### config.mk
export PLATFORM = sky130hd
export DESIGN_NAME = xswitch_ingress_queue
export DESIGN_NICKNAME = d
export VERILOG_FILES = /design/src/rtl/xswitch_pkg.sv /design/src/rtl/xsw_sync_fifo.sv /design/src/rtl/xswitch_ingress_queue.sv
export SDC_FILE = /design/constraint.sdc
export NUM_CORES = 1
export LEC_CHECK = 0
export BUFFER_PORTS_ARGS = -buffer_cell sky130_fd_sc_hd__buf_2
export CAP_MARGIN = 15
export CORE_ASPECT_RATIO = 2
export CORE_UTILIZATION = 53
export CTS_CLUSTER_SIZE = 12
export DETAILED_ROUTE_END_ITERATION = 12
export PLACE_DENSITY_LB_ADDON = 0.05
export SYNTH_ARGS = -nofsm -noshare
export SYNTH_HDL_FRONTEND = slang
export SYNTH_SLANG_ARGS = --single-unit
export TNS_END_PERCENT = 100
### constraint.sdc
create_clock -name clk -period 2.7 [get_ports clk]
set_clock_uncertainty 0.15 [all_clocks]
set_input_delay 0.135 -clock clk [delete_from_list [all_inputs] [get_ports clk]]
set_output_delay 0.135 -clock clk [all_outputs]
set_load 0.1 [all_outputs]
### src/rtl/xswitch_pkg.sv
// rtl/xswitch_pkg.sv - shared widths, item type and ingress FSM states for xswitch ports
package xswitch_pkg;

    localparam int DATA_W    = 8;
    localparam int ADDR_W    = 4;
    localparam int NUM_PORTS = 4;

    typedef struct packed {
        logic [DATA_W-1:0] data;
        logic [ADDR_W-1:0] addr;
    } xsw_item_t;

    typedef enum logic [1:0] {
        EMPTY   = 2'd0,
        PRESENT = 2'd1,
        STALLED = 2'd2
    } iq_state_t;

endpackage

### src/rtl/xsw_sync_fifo.sv
// rtl/xsw_sync_fifo.sv - single-clock first-word-fallthrough item fifo with level
module xsw_sync_fifo
    import xswitch_pkg::*;
#(
    parameter int DEPTH = 8
) (
    input  logic                       clk,
    input  logic                       rst,
    input  logic                       i_wr_en,
    input  xsw_item_t                  i_wr_item,
    input  logic                       i_rd_en,
    output xsw_item_t                  o_rd_item,
    output logic                       o_full,
    output logic                       o_empty,
    output logic [$clog2(DEPTH+1)-1:0] o_level
);

    localparam int PW = $clog2(DEPTH);
    localparam int LW = $clog2(DEPTH+1);

    xsw_item_t   r_mem [DEPTH];
    logic [PW-1:0] r_wr_ptr;
    logic [PW-1:0] r_rd_ptr;
    logic [LW-1:0] r_level;

    logic w_wr;
    logic w_rd;

    // Head entry is visible without a read strobe; pointers wrap because DEPTH is a power of 2.
    assign o_full    = (r_level == LW'(DEPTH));
    assign o_empty   = (r_level == '0);
    assign o_level   = r_level;
    assign o_rd_item = r_mem[r_rd_ptr];
    assign w_wr      = i_wr_en && !o_full;
    assign w_rd      = i_rd_en && !o_empty;

    // Storage array carries no reset; stale entries are unreachable once pointers clear.
    always_ff @(posedge clk) begin
        if (w_wr) begin
            r_mem[r_wr_ptr] <= i_wr_item;
        end
    end

    // Pointer and occupancy bookkeeping.
    always_ff @(posedge clk or posedge rst) begin
        if (rst) begin
            r_wr_ptr <= '0;
            r_rd_ptr <= '0;
            r_level  <= '0;
        end else begin
            if (w_wr) begin
                r_wr_ptr <= r_wr_ptr + PW'(1);
            end
            if (w_rd) begin
                r_rd_ptr <= r_rd_ptr + PW'(1);
            end
            case ({w_wr, w_rd})
                2'b10:   r_level <= r_level + LW'(1);
                2'b01:   r_level <= r_level - LW'(1);
                default: r_level <= r_level;
            endcase
        end
    end

endmodule

### src/rtl/xswitch_ingress_queue.sv
// rtl/xswitch_ingress_queue.sv - per-port ingress buffer feeding one xswitch input
module xswitch_ingress_queue
    import xswitch_pkg::*;
#(
    parameter int DEPTH     = 8,
    parameter int STALL_MAX = 64
) (
    input  logic                        clk,
    input  logic                        reset,
    input  logic                        src_valid,
    input  logic [DATA_W-1:0]           src_data,
    input  logic [ADDR_W-1:0]           src_addr,
    output logic                        src_ready,
    output logic                        valid_in,
    output logic [DATA_W-1:0]           data_in,
    output logic [ADDR_W-1:0]           addr_in,
    input  logic                        rcv_rdy,
    output logic [$clog2(DEPTH+2)-1:0]  count,
    output logic [15:0]                 drop_cnt,
    output logic                        stall
);

    localparam int CW = $clog2(DEPTH+2);
    localparam int LW = $clog2(DEPTH+1);
    localparam int TW = $clog2(STALL_MAX+1);
    localparam logic [ADDR_W:0] PORT_LIMIT = (ADDR_W+1)'(NUM_PORTS);

    iq_state_t     r_state;
    iq_state_t     w_next_state;
    xsw_item_t     r_item;
    logic [TW-1:0] r_timer;
    logic [15:0]   r_drop_cnt;

    xsw_item_t     w_fifo_item;
    logic          w_fifo_full;
    logic          w_fifo_empty;
    logic [LW-1:0] w_fifo_level;

    logic w_valid;
    logic w_addr_ok;
    logic w_accept;
    logic w_good;
    logic w_pop;
    logic w_load;
    logic w_fifo_rd;
    logic w_bypass;
    logic w_fifo_wr;
    logic w_drop;
    logic w_refill;

    // Output register empties first, so it is refilled from storage before a new push can bypass.
    assign w_valid   = (r_state != EMPTY);
    assign w_addr_ok = ({1'b0, src_addr} < PORT_LIMIT);
    assign w_accept  = src_valid && src_ready;
    assign w_good    = w_accept && w_addr_ok;
    assign w_pop     = w_valid && rcv_rdy;
    assign w_load    = !w_valid || w_pop;
    assign w_fifo_rd = w_load && !w_fifo_empty;
    assign w_bypass  = w_load && w_fifo_empty && w_good;
    assign w_fifo_wr = w_good && !w_bypass;
    assign w_refill  = w_fifo_rd || w_bypass;
    assign w_drop    = src_valid && (!src_ready || !w_addr_ok);

    // Ready masked during reset so every output reads 0 while it is held.
    assign src_ready = !w_fifo_full && !reset;
    assign valid_in  = w_valid;
    assign data_in   = r_item.data;
    assign addr_in   = r_item.addr;
    assign count     = CW'(w_fifo_level) + CW'(w_valid);
    assign drop_cnt  = r_drop_cnt;
    assign stall     = (r_state == STALLED);

    xsw_sync_fifo #(
        .DEPTH (DEPTH)
    ) u_fifo (
        .clk       (clk),
        .rst       (reset),
        .i_wr_en   (w_fifo_wr),
        .i_wr_item (xsw_item_t'{data: src_data, addr: src_addr}),
        .i_rd_en   (w_fifo_rd),
        .o_rd_item (w_fifo_item),
        .o_full    (w_fifo_full),
        .o_empty   (w_fifo_empty),
        .o_level   (w_fifo_level)
    );

    // Presentation state register.
    always_ff @(posedge clk or posedge reset) begin
        if (reset) begin
            r_state <= EMPTY;
        end else begin
            r_state <= w_next_state;
        end
    end

    // Next presentation state: load, pop, and hold-off escalation to STALLED.
    always_comb begin
        w_next_state = r_state;
        case (r_state)
            EMPTY: begin
                if (w_refill) begin
                    w_next_state = PRESENT;
                end
            end
            PRESENT: begin
                if (w_pop) begin
                    w_next_state = w_refill ? PRESENT : EMPTY;
                end else if (r_timer >= TW'(STALL_MAX - 1)) begin
                    w_next_state = STALLED;
                end
            end
            STALLED: begin
                if (w_pop) begin
                    w_next_state = w_refill ? PRESENT : EMPTY;
                end
            end
            default: w_next_state = EMPTY;
        endcase
    end

    // Output register: storage head has priority, otherwise the incoming item bypasses.
    always_ff @(posedge clk or posedge reset) begin
        if (reset) begin
            r_item <= '0;
        end else if (w_fifo_rd) begin
            r_item <= w_fifo_item;
        end else if (w_bypass) begin
            r_item <= xsw_item_t'{data: src_data, addr: src_addr};
        end
    end

    // Hold-off timer: counts cycles the presented item is refused, saturates at STALL_MAX.
    always_ff @(posedge clk or posedge reset) begin
        if (reset) begin
            r_timer <= '0;
        end else if (w_pop || !w_valid) begin
            r_timer <= '0;
        end else if (!rcv_rdy && (r_timer != TW'(STALL_MAX))) begin
            r_timer <= r_timer + TW'(1);
        end
    end

    // Discard counter for refused or misaddressed items, saturating rather than wrapping.
    always_ff @(posedge clk or posedge reset) begin
        if (reset) begin
            r_drop_cnt <= '0;
        end else if (w_drop && (r_drop_cnt != 16'hFFFF)) begin
            r_drop_cnt <= r_drop_cnt + 16'd1;
        end
    end

endmodule
; After elaboration in Yosys (flattened, before gate mapping)
; Memories as Yosys holds them, arrays and structs flattened.
; Index checks and enable logic that the tools add are counted.
[word_totals]
mem_bits_rw = 96
out_inout_bits = 35
elab_cells = 72
memories = 1
input_bits = 16
regBits = 47
[memory_table]
columns = memory, words, word_bits, rd, rd_clocked_by_memory_dff, write_ports, line_no
row1 = u_fifo.r_mem, 8, 12, 1, 0, 1, xsw_sync_fifo.sv:21  ; xsw_item_t r_mem [DEPTH];
[classes]
order_cmp = 2
reduce_logical = 31
n_eq_ne = 10
n_mux = 13
addsub = 7
[ops]
columns = operator, n
row1 = 2-to-1 mux 12 bit, 2
row2 = adder 16 x 1 -> 16 bit (second input constant), 1
row3 = != test 16 bit (second input constant), 1
row4 = 2-to-1 mux 7 bit, 2
row5 = logical AND 1 bit, 13
row6 = zero test 1 bit, 8
row7 = 2-to-1 mux 2 bit, 4
row8 = one-hot mux 4 bit (2 select lines), 1
row9 = nonzero test 2 bit, 4
row10 = adder 7 x 1 -> 7 bit (second input constant), 1
row11 = greater-or-equal comparator 7 x 6 -> 1 bit (second input constant), 1
row12 = != test 7 bit (second input constant), 1
row13 = adder 3 x 1 -> 3 bit (second input constant), 2
row14 = one-hot mux 2 bit (3 select lines), 1
row15 = adder 4 x 1 -> 4 bit, 1
row16 = adder 4 x 1 -> 4 bit (second input constant), 1
row17 = equality test 2 x 1 -> 1 bit (second input constant), 2
row18 = equality test 2 bit (second input constant), 2
row19 = equality test 4 bit (second input constant), 1
row20 = zero test 4 bit, 1
row21 = < comparator 4 x 3 -> 1 bit (second input constant), 1
row22 = subtractor 4 x 1 -> 4 bit (second input constant), 1
row23 = logical OR 1 bit, 3
row24 = 2-to-1 mux 1 bit, 3
row25 = 5 further kinds, 5

; Logic depth before layout (Yosys ltp)
[depth]
word_depth = 11
mapped_depth = 11
depth_no_buf = 10

; Hierarchy
; From an unflattened synthesis, not the netlist that was laid out.
[unflattened]
cells_unflattened = 378
hier_area_um2 = 6362.4
[by_module_without_submodules]
columns = mod, n_inst, cells_per_inst, seq_area_each_um2, area_per_inst_um2
row1 = xsw_sync_fifo, 1, 207, 3133.0, 4336.7
row2 = xswitch_ingress_queue, 1, 171, 925.9, 2025.7

; Least setup slack after synthesis
; No wires, ideal clock.
[synth_timing]
path_kind = register to output
start = register r_state[1]
end = output count[2]
n_path_buf = 0
arrival_time_ps = 3092
slack_ps = -677
path_stages_with_launch = 6
t_required_ps = 2415
cell_sequence = dfrtp_1 > inv_1 > nand2_1 > ha_1 > ha_1 > xor2_1
[synth_between]
elab_chain_cells = 2
[synth_lines]
columns = element, line_no
row1 = from (decl), xswitch_ingress_queue.sv:28  ; iq_state_t r_state;
row2 = from (signal assigned), xswitch_ingress_queue.sv:92  ; r_state <= w_next_state;
row3 = nonzero test 2 bit, xswitch_ingress_queue.sv:52  ; assign w_valid = (r_state != EMPTY);
row4 = named net valid_in, xswitch_ingress_queue.sv:14  ; output logic valid_in,
row5 = adder 4 x 1 -> 4 bit, xswitch_ingress_queue.sv:69  ; assign count = CW'(w_fifo_level) + CW'(w_valid);
row6 = to (decl), xswitch_ingress_queue.sv:18  ; output logic [$clog2(DEPTH+2)-1:0] count,
; The timed path passes the listed nets, and every way through them passes these cells.

; Worst setup path in the final report
[layout_timing]
start = input src_addr[3]
end = register u_fifo.r_level[2] (netlist: u_fifo.o_level[2])
[layout_between]
elab_chain_cells = 8
elab_cells_between_ends = 10
classes_between = 1 x order compare / 2 x eq/ne / 1 x mux / 6 x reduce/logical
[layout_lines]
columns = element, line_no
row1 = from (decl), xswitch_ingress_queue.sv:12  ; input logic [ADDR_W-1:0] src_addr,
row2 = < comparator 4 x 3 -> 1 bit (*), xswitch_ingress_queue.sv:53  ; assign w_addr_ok = ({1'b0, src_addr} < PORT_LIMIT);
row3 = logical AND 1 bit (*), xswitch_ingress_queue.sv:55  ; assign w_good = w_accept && w_addr_ok;
row4 = logical AND 1 bit, xswitch_ingress_queue.sv:59  ; assign w_bypass = w_load && w_fifo_empty && w_good;
row5 = zero test 1 bit, xswitch_ingress_queue.sv:60  ; assign w_fifo_wr = w_good && !w_bypass;
row6 = logical AND 1 bit (*), xswitch_ingress_queue.sv:60
row7 = logical AND 1 bit (*), xsw_sync_fifo.sv:34  ; assign w_wr = i_wr_en && !o_full;
row8 = equality test 2 x 1 -> 1 bit / equality test 2 bit (equally long branches), xsw_sync_fifo.sv:57  ; case ({w_wr, w_rd})
row9 = one-hot mux 4 bit (2 select lines) / nonzero test 2 bit (equally long branches), --
row10 = to (signal assigned), xsw_sync_fifo.sv:58  ; 2'b10: r_level <= r_level + LW'(1);
row11 = to (signal assigned), xsw_sync_fifo.sv:59  ; 2'b01: r_level <= r_level - LW'(1);
row12 = to (signal assigned), xsw_sync_fifo.sv:60  ; default: r_level <= r_level;
row13 = to (decl), xsw_sync_fifo.sv:24  ; logic [LW-1:0] r_level;
; Mark *: on every way between the ends. The rest lies on a longest branch, timed or not.
; A chain may end at the register's enable or synchronous reset.

==> flow_summary.yaml <==
power:
  leakagePower_nw: 2.90
  power_switching_share: 0.422
  pwr-share-seq: 0.324
  p_total_mw: 9.05
  p_int_mw: 5.23
  clkPwrFrac: 0.257
  p_sw_mw: 3.82
  vdd_drop_max_mv: 1.52
  power.share.combinational: 0.419
  p_per_area_nw_per_um2: 1210
logic_synthesis:
  synth_top_area_frac: 0.475
  synth_cells: 375
  async_flop_share: 0.329
  yosys.area.top_type: "edfxtp_1"
  syn-num-nets: 401
  ys.flop_type: "edfxtp_1"
  ys_seq_elements: 143
  synth_cell_types: 48
  yosysWarnings: 0
  synth_area_sq_um: 6070
  synth-edff-count: 96
  ys_seq_area_frac: 0.669
  yosys-top-cells-area: "edfxtp_1 47%, dfrtp_1 19%, mux4_2 8.5%"
  syn_avg_cell_area_sq_um: 16.2
setup_path:
  critPathKind: "input port to flop"
  cp.required_ns: 2.85
  r2r-end: "u_fifo.o_level[2]$_DFFE_PP0P_"
  r2r_slack_ns: 0.38
  r2r-start: "u_fifo.o_level[2]$_DFFE_PP0P_"
  end_kind: "flop"
  worstPathCellList: "dlygate4sd3_1 -> buf_4 -> or4b_4 -> a211oi_4 -> inv_2 -> ha_2 -> xor2_1 -> ha_1 -> a21oi_2 -> xor2_1 -> nor2_1 -> xor2_1"
  crit_slowest_cell: "dlygate4sd3_1"
  cp-start-kind: "input port"
  cp_data_arrival_time_ns: 2.73
  cpPeakStageDelay_ns: 0.54
  crit_fanout: 10
  reg2reg_depth: 11
  cpMostUsedCell: "xor2_1"
drt:
  drc: 0
  ant_nets: 0
  firstDrtPassIters: 4
  num_vias: 3579
  drt_iter0_markers: 198
  wl_mm: 12.7
  vias_per_cell: 5.65
  wire_per_inst_um: 20.1
clock_network:
  numCtsBuffers: 17
  clk_latency_ns: 0.42
  cts_sinks: 143
  cts.clk_slew.worst_paths_ns: 0.06
  clock-root-buffer: "clkbuf_16"
  cts_tree: "done"
  cts.htree.levels: 4
  clockBufferDepth: 2
cells_and_area:
  finalNetCount: 504
  stdcell_area_sq_um: 7490
  final_common_cell: "edfxtp_1"
  fin_util: 0.668
  final_cell_mix: "96 x edfxtp_1, 49 x buf_2, 47 x dfrtp_1"
  synthToLayoutAreaGrowth_pct: 23.4
  antenna_cells: 0
  drive_gt1_frac: 0.336
placed_design:
  place_area_sq_um: 6730
  gp_congestion: 0.787
  dp_hpwl_mm: 8.39
  pre_cts_ws_ns: 0.147
  portBuffers: 50
sta:
  fin_tns_setup_ns: 0
  hold_viol_final: 0
  worstMarginPinSlew_ns: 0.567
  setup_viol: 0
  max_freq_mhz: 386
  worst_slack_ns: 0.111
  max_slew_margin: 0.622
  slew_viol_final: 0
  fin_crit_ns: 2.59
  finalCritPeriodShare: 0.959
floorplanning:
  chipHeight_um: 153
  rows: 55
  die_x_um: 77.7
  dieArea_sq_um: 11900
  start_util: 0.541
  io_pins: 51
  coreArea_sq_um: 11200
global_routing:
  grt_usage: 0.239
  grt-ovfl-total: 0
  grt_pass1_wl_mm: 20.5
  antenna_found_initial: 0
  grt_pass1_vias: 3861
  grt_max_degree: 32
hold_path:
  hold_path_class: "input port to flop"
  hold_start: "src_valid"
  hold_path_depth: 5
  whs_endpoint: "drop_cnt[14]$_DFFE_PP0P_"
job:
  cap_viol_max_count: 0
run_status:
  status: "complete, no violations"
==> metal layers <==
layer	share of wire	global-route usage	wire (um)	vias up
li1	-	-	-	1644
met4	0.021	0.0988	272	0
met3	0.030	0.0466	383	18
met1	0.37	0.255	4680	1827
met2	0.58	0.449	7410	90
met5	0	0	0	-
==> sequential cells by signal, summed over array words and instances (netlist names) <==
register         count
u_fifo.o_level       4
u_fifo.r_rd_ptr      3
u_fifo.r_mem        96
r_timer              7
data_in              8
r_state              2
addr_in              4
drop_cnt            16
u_fifo.r_wr_ptr      3
==> timing repair <==
item                                   4_1_cts  5_1_grt
gates resized for setup                      0        8
setup endpoints to repair                    0        2
endpoints found under the hold margin      123        0
hold buffers                                14        0
buffers inserted                             0        1
==> worst max-delay path by stage <==
stage	start	to	slack (ns)
after floorplan	r_state[1]$_DFFE_PP0P_	count[2]	-0.15
after global placement	reset	u_fifo.o_level[2]$_DFFE_PP0P_	0.17
after detailed placement	reset	u_fifo.o_level[2]$_DFFE_PP0P_	0.15
after CTS	src_addr[3]	u_fifo.o_level[2]$_DFFE_PP0P_	0.02
after global routing	src_addr[3]	u_fifo.o_level[2]$_DFFE_PP0P_	-0.008
final	src_addr[3]	u_fifo.o_level[2]$_DFFE_PP0P_	0.11
==> critical path, delay by kind of cell <==
kind,cells,cell delay (ns)
AO/OA/AOI/OAI,2,0.38
XOR/XNOR,3,0.45
AND/OR/NAND/NOR,2,0.60
adder cells (fa/ha/maj),2,0.38
buffers and inverters,3,0.79
==> through the flow <==
stage	instances	hold WS (ns)
after global routing	633	0.0531
final	633	0.0332
after detailed placement	586	0.0153
after global placement	586	0.0207
after CTS	632	0.0220
after floorplan	375	0.0514
==> synth_stat cells (all sizes together), types with 3 or more instances <==
library cell  count
a21oi             6
a221o             9
buf               9
clkbuf            4
dfrtp            47
edfxtp           96
ha               10
inv               8
mux2              5
mux2i            16
mux4             23
nand2            17
nand2b            5
nand3            13
nand4             6
nor2             27
nor3             11
nor3b             3
nor4              6
xnor2             8
xor2             21
==> cell families after synthesis <==
| kind of cell | synth area share |
|---|---|
| XOR/XNOR | 0.0418 |
| AND/OR/NAND/NOR | 0.0936 |
| multiplexers | 0.121 |
| buffers and inverters | 0.0161 |
| AO/OA/AOI/OAI | 0.0367 |
| flip-flops | 0.669 |
| adder cells (fa/ha/maj) | 0.0223 |
==> final cells by class <==
class | instances | area [sq um]
Multi-Input combinational cell | 211 | 1990
Sequential cell | 143 | 4060
Clock buffer | 20 | 447
Fill cell | 791 | 3720
Tap cell | 142 | 178
Timing Repair Buffer | 97 | 641
Inverter | 8 | 30.0
Clock inverter | 12 | 144
==> power by group through the flow <==
stage	Combinational (mW)	Clock [mW]	Sequential (mW)
finish	3.79	2.33	2.94
global route	4.02	2.45	2.98
floorplan	2.06	0	3.94
detailed placement	3.77	0	2.97
CTS	3.81	2.36	2.94
global placement	3.75	0	2.96
Note: power is estimated with default switching activity, not from simulation.
